## src/rtl/instr_fetch.sv

```systemverilog
// Instruction fetch unit: two-state FETCH/HOLD engine feeding a 20-bit instruction register.
// Define PREFETCH_BUF_EN to add a one-entry prefetch buffer for one-instruction-per-cycle throughput.
module instr_fetch #(
  parameter int unsigned       ADDR_W   = 12,
  parameter logic [ADDR_W-1:0] RESET_PC = '0
) (
  input  logic              clk,
  input  logic              rst_n,
  output logic              mem_req,
  output logic [ADDR_W-1:0] mem_addr,
  input  logic              mem_ack,
  input  logic [19:0]       mem_rdata,
  input  logic              redirect,
  input  logic [ADDR_W-1:0] redirect_pc,
  output logic              ir_valid,
  input  logic              ir_ready,
  output logic [19:0]       ir,
  output logic [3:0]        opcode,
  output logic [3:0]        rd,
  output logic [3:0]        rs,
  output logic [7:0]        imm8,
  output logic [ADDR_W-1:0] pc
);

  typedef enum logic [0:0] {StFetch, StHold} state_e;

  state_e            state_q;
  logic [ADDR_W-1:0] pc_q;
  logic [19:0]       ir_q;
  logic              ir_valid_q;
  logic              xfer;
  logic              fetch_ack;

`ifdef PREFETCH_BUF_EN
  logic [19:0] pbuf_q;
  logic        pbuf_valid_q;

  // In HOLD keep requesting until the buffer slot is occupied.
  assign mem_req = (state_q == StFetch) | ~pbuf_valid_q;
`else
  assign mem_req = (state_q == StFetch);
`endif

  assign mem_addr  = pc_q;
  assign pc        = pc_q;
  assign ir        = ir_q;
  assign ir_valid  = ir_valid_q;
  assign opcode    = ir_q[19:16];
  assign rd        = ir_q[15:12];
  assign rs        = ir_q[11:8];
  assign imm8      = ir_q[7:0];
  assign xfer      = ir_valid_q & ir_ready;
  assign fetch_ack = mem_req & mem_ack;

  always_ff @(posedge clk or negedge rst_n) begin
    if (!rst_n) begin
      state_q      <= StFetch;
      pc_q         <= RESET_PC;
      ir_q         <= 20'h0;
      ir_valid_q   <= 1'b0;
`ifdef PREFETCH_BUF_EN
      pbuf_q       <= 20'h0;
      pbuf_valid_q <= 1'b0;
`endif
    end else if (redirect) begin
      // Redirect wins over everything; a same-cycle ack or transfer is dropped/consumed.
      state_q      <= StFetch;
      pc_q         <= redirect_pc;
      ir_valid_q   <= 1'b0;
`ifdef PREFETCH_BUF_EN
      pbuf_valid_q <= 1'b0;
`endif
    end else begin
      unique case (state_q)
        StFetch: begin
          if (fetch_ack) begin
            ir_q       <= mem_rdata;
            ir_valid_q <= 1'b1;
            pc_q       <= pc_q + ADDR_W'(1);
            state_q    <= StHold;
          end
        end
        StHold: begin
`ifdef PREFETCH_BUF_EN
          if (xfer) begin
            if (pbuf_valid_q) begin
              ir_q         <= pbuf_q;
              pbuf_valid_q <= 1'b0;
            end else if (fetch_ack) begin
              ir_q <= mem_rdata;
              pc_q <= pc_q + ADDR_W'(1);
            end else begin
              ir_valid_q <= 1'b0;
              state_q    <= StFetch;
            end
          end else if (fetch_ack) begin
            pbuf_q       <= mem_rdata;
            pbuf_valid_q <= 1'b1;
            pc_q         <= pc_q + ADDR_W'(1);
          end
`else
          if (xfer) begin
            ir_valid_q <= 1'b0;
            state_q    <= StFetch;
          end
`endif
        end
        default: state_q <= StFetch;
      endcase
    end
  end

endmodule

```

## config.mk

```make
export PLATFORM = sky130hd
export DESIGN_NAME = instr_fetch
export DESIGN_NICKNAME = d
export VERILOG_FILES = /design/src/rtl/instr_fetch.sv
export SDC_FILE = /design/constraint.sdc
export NUM_CORES = 1
export LEC_CHECK = 0
export CAP_MARGIN = 20
export CORE_MARGIN = 1
export CORE_UTILIZATION = 38
export DETAILED_ROUTE_END_ITERATION = 8
export PLACE_DENSITY = 0.77
export SYNTH_ARGS = -nofsm -noshare
export SYNTH_HDL_FRONTEND = slang
export SYNTH_SLANG_ARGS = --single-unit
```

## constraint.sdc

```tcl
create_clock -name clk -period 1.74 [get_ports clk]
set_input_delay 0.348 -clock clk [delete_from_list [all_inputs] [get_ports clk]]
set_output_delay 0.348 -clock clk [all_outputs]
set_load 0.02 [all_outputs]
```

==> summary.md, run 1 <==
| Metric | Value |
|---|---|
| Seq cells post-synth | 34 |
| Clock root buffer | clkbuf_8 |
| CP max stage cell | clkdlybuf4s50_1 |
| Worst skew pair latency | 0.28 ns |
| CP Max Fanout | 5 |
| Hold WC Path Type | primary input to asynchronous set/reset pin |
| Synthesized area | 0.00182 mm² |
| H-tree levels | 2 |
| Mapped Nets | 206 |
| Library cells used by synthesis | 35 |
| Net count, final | 292 |
| Post-DP HPWL | 3150 µm |
| Final core occ | 0.635 |
| CP required | 1.39 ns |
| Final Hold Viols | 0 |
| R2r worst-path depth | 4 |
| WP depth | 1 |
| Status | finished with violations |
| Combinational share of power | 0.420 |
| WHS | 0.137 ns |
| Post-synth EDFFs | 0 |
| Clock power share | 0.195 |
| Layout area overhead | 55.8% |
| Clock Sinks | 34 |
| First drt pass iteration count | 7 |
| Leakage power | 1.25 nW |
| Antenna Nets Post-Route | 0 |
| Setup Fix Bufs, Post-CTS | 0 |
| Fillcell total | 385 |
| Antenna violations before repair | 0 |
| Top Metal Used | met4 |
| Seq pwr share | 0.385 |
| Die Area | 0.00508 mm² |
| Setup violations, final | 0 |
| Tmin final | 1.64 ns |
| Skew final | 0.00639 ns |
| Slew HR | 0.506 |
| P_sw | 0.898 mW |
| PwrDens | 945 mW/mm² |
| First-pass GRT wire length | 6650 µm |
| Io pins | 103 |
| Average cell area after synthesis | 10.9 µm² |
| Via density | 4.94 |
| Kind of critical path | flip-flop to output port |
| WL met2 | 1930 µm |
| Register area share after synthesis | 0.467 |
| PortBufs | 102 |
| GPL Wtd Cong | 0.890 |
| Net Sw Frac | 0.334 |
| Overflow after GRT | 0 |
| Async SR Flop Fraction | 1.00 |
| Met3 WL post-DR | 302 µm |
| Max_cap viols | 0 |
| Worst EP arrival | 1.30 ns |
| CTS tree | built |
| CP startpoint kind | flip-flop |
| Share of layout cells above drive strength 1 | 0.177 |
| Tcrit/Tclk final | 0.944 |
| Clock buffer depth | 2 |
| Worst vdd ir | 0.000509 V |
| Cell family with most CP delay | buffers and inverters |
| Clk pin slew, worst setup/hold paths | 0.07 ns |
| Failing checks | design-rule violations |
| Drt wl/cell | 13.5 µm |
| Global Route Usage Sum | 0.168 |
| Die Span X | 71.3 µm |
| Met1 Routed Length | 1860 µm |
| Setup TNS | 0 ns |
| Prevailing post-synth register cell | dfrtp_1 |
| Largest net degree at the start of global routing | 35 |
| Initial Util | 0.407 |
| DRC marker count from the first detailed-route iteration | 78 |
| Core area | 0.00447 mm² |
| Vias | 1512 |
| Diodes inserted | 0 |
| Max-slew violation count | 0 |
| RSZ-0062 raised after global routing | false |
| Die Span Y | 71.3 µm |
| Cells after Synth | 168 |
| Clock buffer count from CTS | 5 |
| Routed WL | 4150 µm |
| Largest stage delay on the critical path | 0.62 ns |
| Cell Int Power | 1.79 mW |
| Fmax | 608 MHz |
| YS warnings | 0 |
| Vias in the first global route | 1374 |
| Remaining DRCs | 8 |
| Crit. End Element | output port |
| FP Rows | 24 |
| Total power draw | 2.69 mW |
| Crit path buf inv count | 1 |
| Worst path cell trace | clkdlybuf4s50_1 |
| Worst-Margin Slew | 0.740 ns |
## registers in the layout (all words and copies together), names as in the netlist
| signal | count |
|---|---|
| mem_addr | 12 |
| ir_valid | 1 |
| state_q | 1 |
| ir | 20 |
## cells in the final DEF, fill, tap and decap left out, types with 2 or more instances in the layout
master,count
clkdlybuf4s50_1,84
dfrtp_1,34
mux2_2,20
buf_4,13
nand2_1,12
dlygate4sd2_1,9
nor2_1,8
dlymetal6s2s_1,8
inv_1,5
nand3_1,5
o21ai_0,5
clkbuf_8,5
o311ai_0,4
a31oi_1,4
or2_2,3
nand4_1,3
and2_1,2
xnor2_1,2
nor2b_1,2
o41ai_1,2
or4_1,2
o31ai_1,2
clkbuf_1,2
## power by group through the flow
| stage | Combinational [mW] | Clock (mW) | Sequential (mW) |
|---|---|---|---|
| 3_5_place_dp | 1.15 | 0 | 1.05 |
| 4_1_cts | 1.14 | 0.549 | 1.04 |
| 3_3_place_gp | 1.14 | 0 | 1.05 |
| 6_report | 1.13 | 0.523 | 1.03 |
| 5_1_grt | 1.19 | 0.602 | 1.06 |
| 2_1_floorplan | 0.524 | 0 | 1.19 |
## path summary, 6_finish.rpt
| check | startpoint | to | slack, ns |
|---|---|---|---|
| worst max register to register | mem_addr[0]$_DFFE_PN0P_ | mem_addr[6]$_DFFE_PN0P_ | 0.14 |
| worst min-delay path | rst_n | mem_addr[2]$_DFFE_PN0P_ | 0.14 |
| max in group asynchronous | rst_n | ir[19]$_DFFE_PN0P_ | 1.13 |
| worst min register to register | ir_valid$_DFFE_PN0P_ | state_q$_DFF_PN0_ | 0.52 |
| worst max-delay path | mem_addr[10]$_DFFE_PN0P_ | mem_addr[10] | 0.1 |
| min in group clk | ir_valid$_DFFE_PN0P_ | state_q$_DFF_PN0_ | 0.52 |
## layer usage
metal  global-route usage  up-vias
li1                     -      733
met1                0.219      716
met2                0.269       59
met3               0.0492        4
met4               0.0600        0
met5                    0        -
## area by class of cell
class | instances | area, µm² | area share
Sequential cell | 34 | 851 | 0.300
Timing Repair Buffer | 116 | 1140 | 0.402
Multi-Input combinational cell | 92 | 687 | 0.242
Tap cell | 52 | 65.1 | 0.0229
Inverter | 5 | 18.8 | 0.00661
Clock buffer | 7 | 76.3 | 0.0269
## cells by family (layout without fill, tap and decap cells)
family                     count (synthesis)  count (layout)  synth area share
xor gates and xnor gates                   2               2           0.00961
adders and majority gates                  1               1           0.00686
AOI/OAI and AO/OA                         22              22            0.0865
and+or+nand+nor                           46              46             0.145
DFF                                       34              34             0.467
muxes                                     21              21             0.129
buffers and inverters                     42             128             0.156
## stage by stage
stage	setup slack [ns]	std cells	area (µm²)
detailed placement	-0.169	299	2760
global route	0.0269	306	2840
CTS	0.000174	306	2820
global placement	-0.147	299	2760
floorplan	0.244	168	1820
finish	0.0966	306	2840
## cells in the mapped netlist (2+ instances only)
cell / instances / area, µm²
buf_4: 34 / 255
dfrtp_1: 34 / 851
mux2_2: 20 / 225
nand2_1: 12 / 45.0
nor2_1: 8 / 30.0
inv_1: 5 / 18.8
nand3_1: 5 / 25.0
o21ai_0: 5 / 25.0
a31oi_1: 4 / 25.0
o311ai_0: 4 / 35.0
clkbuf_1: 3 / 11.3
nand4_1: 3 / 18.8
or2_2: 3 / 18.8
and2_1: 2 / 12.5
nor2b_1: 2 / 12.5
o31ai_1: 2 / 15.0
o41ai_1: 2 / 17.5
or4_1: 2 / 15.0
xnor2_1: 2 / 17.5
## repair_timing
| action | 4_1_cts | 5_1_grt |
|---|---|---|
| endpoints found under the setup margin | 10 | 8 |
| hold buffers | 0 | 0 |
| resized for setup | 9 | 8 |
No activity file was read; power rests on OpenSTA's default activity.
==> run 2, diff against run 1 <==
Settings changed: CTS_CLUSTER_SIZE from default to 25, SETUP_SLACK_MARGIN from default to 0.4.
==> summary.md, run 2 (synthesized netlist as in run 1, its figures left out) <==
| Metric | Value |
|---|---|
| Status | finished with violations |
| Failing checks | design-rule violations |
| Kind of critical path | flip-flop to flip-flop |
| Worst vdd ir | 0.000501 V (-1.6%) |
| Largest net degree at the start of global routing | 19 (-46%) |
| Routed WL | 5440 µm (+31%) |
| Setup ws final | 0.297 ns (+0.201 ns) |
| R2r worst-path depth | 5 (+1) |
| Clock root buffer | clkbuf_8 |
| Skew final | 0.00605 ns (-0.000344 ns) |
| Post-DP HPWL | 3290 µm (+4.4%) |
| Global Route Usage Sum | 0.206 (+0.0379) |
| Diodes inserted | 0 (unchanged) |
| Clock Sinks | 34 (unchanged) |
| Antenna Nets Post-Route | 0 (unchanged) |
| Die Span X | 71.3 µm (unchanged) |
| Leakage power | 1.40 nW (+12%) |
| CTS tree | built |
| Via density | 5.24 (+6.0%) |
| WHS Endpoint | state_q$_DFF_PN0_ |
| RSZ-0062 raised after global routing | true |
| Slew HR | 0.713 (+0.207) |
| Placed Cells | 296 (-1.0%) |
| Clock buffer count from CTS | 5 (unchanged) |
| Die Area | 0.00508 mm² (unchanged) |
| Vias | 1734 (+15%) |
| Overflow after GRT | 0 (unchanged) |
| Die Span Y | 71.3 µm (unchanged) |
| First drt pass iteration count | 6 (-1) |
| Worst path cell trace | ha_4 > nand3b_1 > buf_4 > o311ai_4 > o311ai_2 |
| Tmin final | 1.44 ns (-0.201 ns) |
| Hold WC Path Type | flip-flop to flip-flop |
| Worst-Margin Slew | 0.430 ns (-0.310 ns) |
| Tcrit/Tclk final | 0.829 (-0.115) |
| Clock buffer depth | 2 (unchanged) |
| Vias in the first global route | 1623 (+18%) |
| WHS Path Cells | 1 |
| CP max stage cell | dfrtp_2 |
| PwrDens | 930 mW/mm² (-1.7%) |
| Cell Int Power | 1.76 mW (-1.6%) |
| Max reg flops | 20 (unchanged) |
| Share of layout cells above drive strength 1 | 0.581 (+0.403) |
| Core area | 0.00447 mm² (unchanged) |
| Seq pwr share | 0.376 (-0.009) |
| Hold Path Origin | ir_valid$_DFFE_PN0P_ |
| FF-to-FF setup slack | 0.30 ns (+0.16 ns) |
| Worst skew pair latency | 0.29 ns (about the same) |
| CP required | 1.89 ns (+0.50 ns) |
| CP Max Fanout | 4 (-1) |
| First-pass GRT wire length | 7980 µm (+20%) |
| Clk pin slew, worst setup/hold paths | 0.07 ns (about the same) |
| FP Rows | 24 (unchanged) |
| Setup violations, final | 0 (unchanged) |
| Worst EP arrival | 1.59 ns (+0.29 ns) |
| Max_cap viols | 0 (unchanged) |
| Placement Setup Slack | -0.127 ns (+0.0421 ns) |
| Worst flop-to-flop path startpoint | mem_addr[1]$_DFFE_PN0P_ |
| Io pins | 103 (unchanged) |
| Net Sw Frac | 0.368 (+0.0333) |
| Antenna violations before repair | 0 (unchanged) |
| Layout area overhead | 64.1% |
| Fmax | 693 MHz (+14%) |
| Reg-to-reg endpoint | mem_addr[6]$_DFFE_PN0P_ |
| Initial Util | 0.407 (unchanged) |
| PortBufs | 102 (unchanged) |
| Final Hold Viols | 0 (unchanged) |
| CP startpoint kind | flip-flop |
| Clock power share | 0.218 (+0.023) |
| DRC marker count from the first detailed-route iteration | 119 (+53%) |
| Remaining DRCs | 8 (unchanged) |
| Critical path origin | mem_addr[1]$_DFFE_PN0P_ |
| Post-route insts no fill | 331 (+8.2%) |
| Drt wl/cell | 16.4 µm (+21%) |
| Net count, final | 316 (+8.2%) |
| Most common cell after layout, fill and taps aside | clkbuf_2 |
| H-tree levels | 2 (unchanged) |
| P_sw | 1.02 mW (+14%) |
| Max-slew violation count | 0 (unchanged) |
| GPL Wtd Cong | 0.920 (+3.4%) |
| Crit. End Element | flip-flop |
| Largest stage delay on the critical path | 0.44 ns (-0.18 ns) |
| Combinational share of power | 0.406 (-0.014) |
| Most frequent cells in the layout | 36 x clkbuf_2, 33 x clkdlybuf4s50_1, 25 x dfrtp_1, 25 x buf_4, 22 x buf_2 |
==> run 2: changes by cell type in the layout (fill, tap and decap cells not counted), sizes merged <==
cell / previous run / this run
clkinv: 0 / 1
dlymetal6s2s: 8 / 1
clkdlybuf4s15: 0 / 9
dlygate4sd3: 0 / 1
clkdlybuf4s50: 84 / 33
buf: 15 / 56
clkbuf: 7 / 43
and2: 2 / 5
dlygate4sd2: 9 / 1
==> run 2: power by group through the flow <==
| stage | registers [mW] | logic, mW | clock network, mW |
|---|---|---|---|
| 2_1_floorplan | 1.19 | 0.529 | 0 |
| 3_3_place_gp | 1.05 | 1.13 | 0 |
| 3_5_place_dp | 1.06 | 1.15 | 0 |
| 4_1_cts | 1.04 | 1.10 | 0.623 |
| 5_1_grt | 1.07 | 1.19 | 0.664 |
| 6_report | 1.05 | 1.13 | 0.606 |
==> run 2: what timing repair did <==
item                                    CTS  global route
pin swaps                                 7            22
endpoints found under the setup margin   96            64
setup buffers                            11            12
gates resized for setup                 199            73
hold buffers                              1             0
gates cloned                              3             0
hold endpoints to repair                  8             0
==> run 2: critical path, delay by kind of cell (launching register included) <==
family | cells | cell delay [ns]
and+or+nand+nor | 1 | 0.14
adders and majority gates | 1 | 0.15
AOI/OAI and AO/OA | 2 | 0.40
buffers and inverters | 1 | 0.18
DFF | 1 | 0.44
==> run 2: cell type report <==
| class | instances | area (µm²) |
|---|---|---|
| Clock buffer | 7 | 86.3 |
| Clock inverter | 1 | 5.00 |
| Fill cell | 371 | 1480 |
| Inverter | 5 | 18.8 |
| Multi-Input combinational cell | 95 | 895 |
| Sequential cell | 34 | 862 |
| Tap cell | 52 | 65.1 |
| Timing Repair Buffer | 137 | 1060 |
==> run 2: per-layer routing <==
metal	global-route usage	up-vias	part of all wire
met4	0.0956	0	0.019
met5	0	-	0
met3	0.0577	12	0.084
met1	0.269	832	0.42
li1	-	788	-
met2	0.320	102	0.48
==> run 2: worst max path at each step <==
stage	endpoint	slack, ns
finish	mem_addr[6]$_DFFE_PN0P_	0.30
global route	mem_addr[11]$_DFFE_PN0P_	0.26
CTS	mem_addr[6]$_DFFE_PN0P_	0.35
detailed placement	mem_addr[11]$_DFFE_PN0P_	-0.13
global placement	mem_addr[11]$_DFFE_PN0P_	-0.1
floorplan	ir[0]$_DFFE_PN0P_	0.36
==> run 2: per-stage QoR <==
stage | cell area (µm²) | hold WS (ns) | setup TNS (ns) | util | power (mW)
after CTS | 2940 | 0.494 | 0 | 0.657 | 2.76
after global routing | 2990 | 0.507 | 0 | 0.669 | 2.92
final | 2990 | 0.498 | 0 | 0.669 | 2.78
after floorplan | 1850 | 0.0524 | 0 | - | 1.72
after detailed placement | 2740 | 0.312 | -2.63 | 0.611 | 2.20
after global placement | 2740 | 0.304 | -1.88 | 0.611 | 2.19
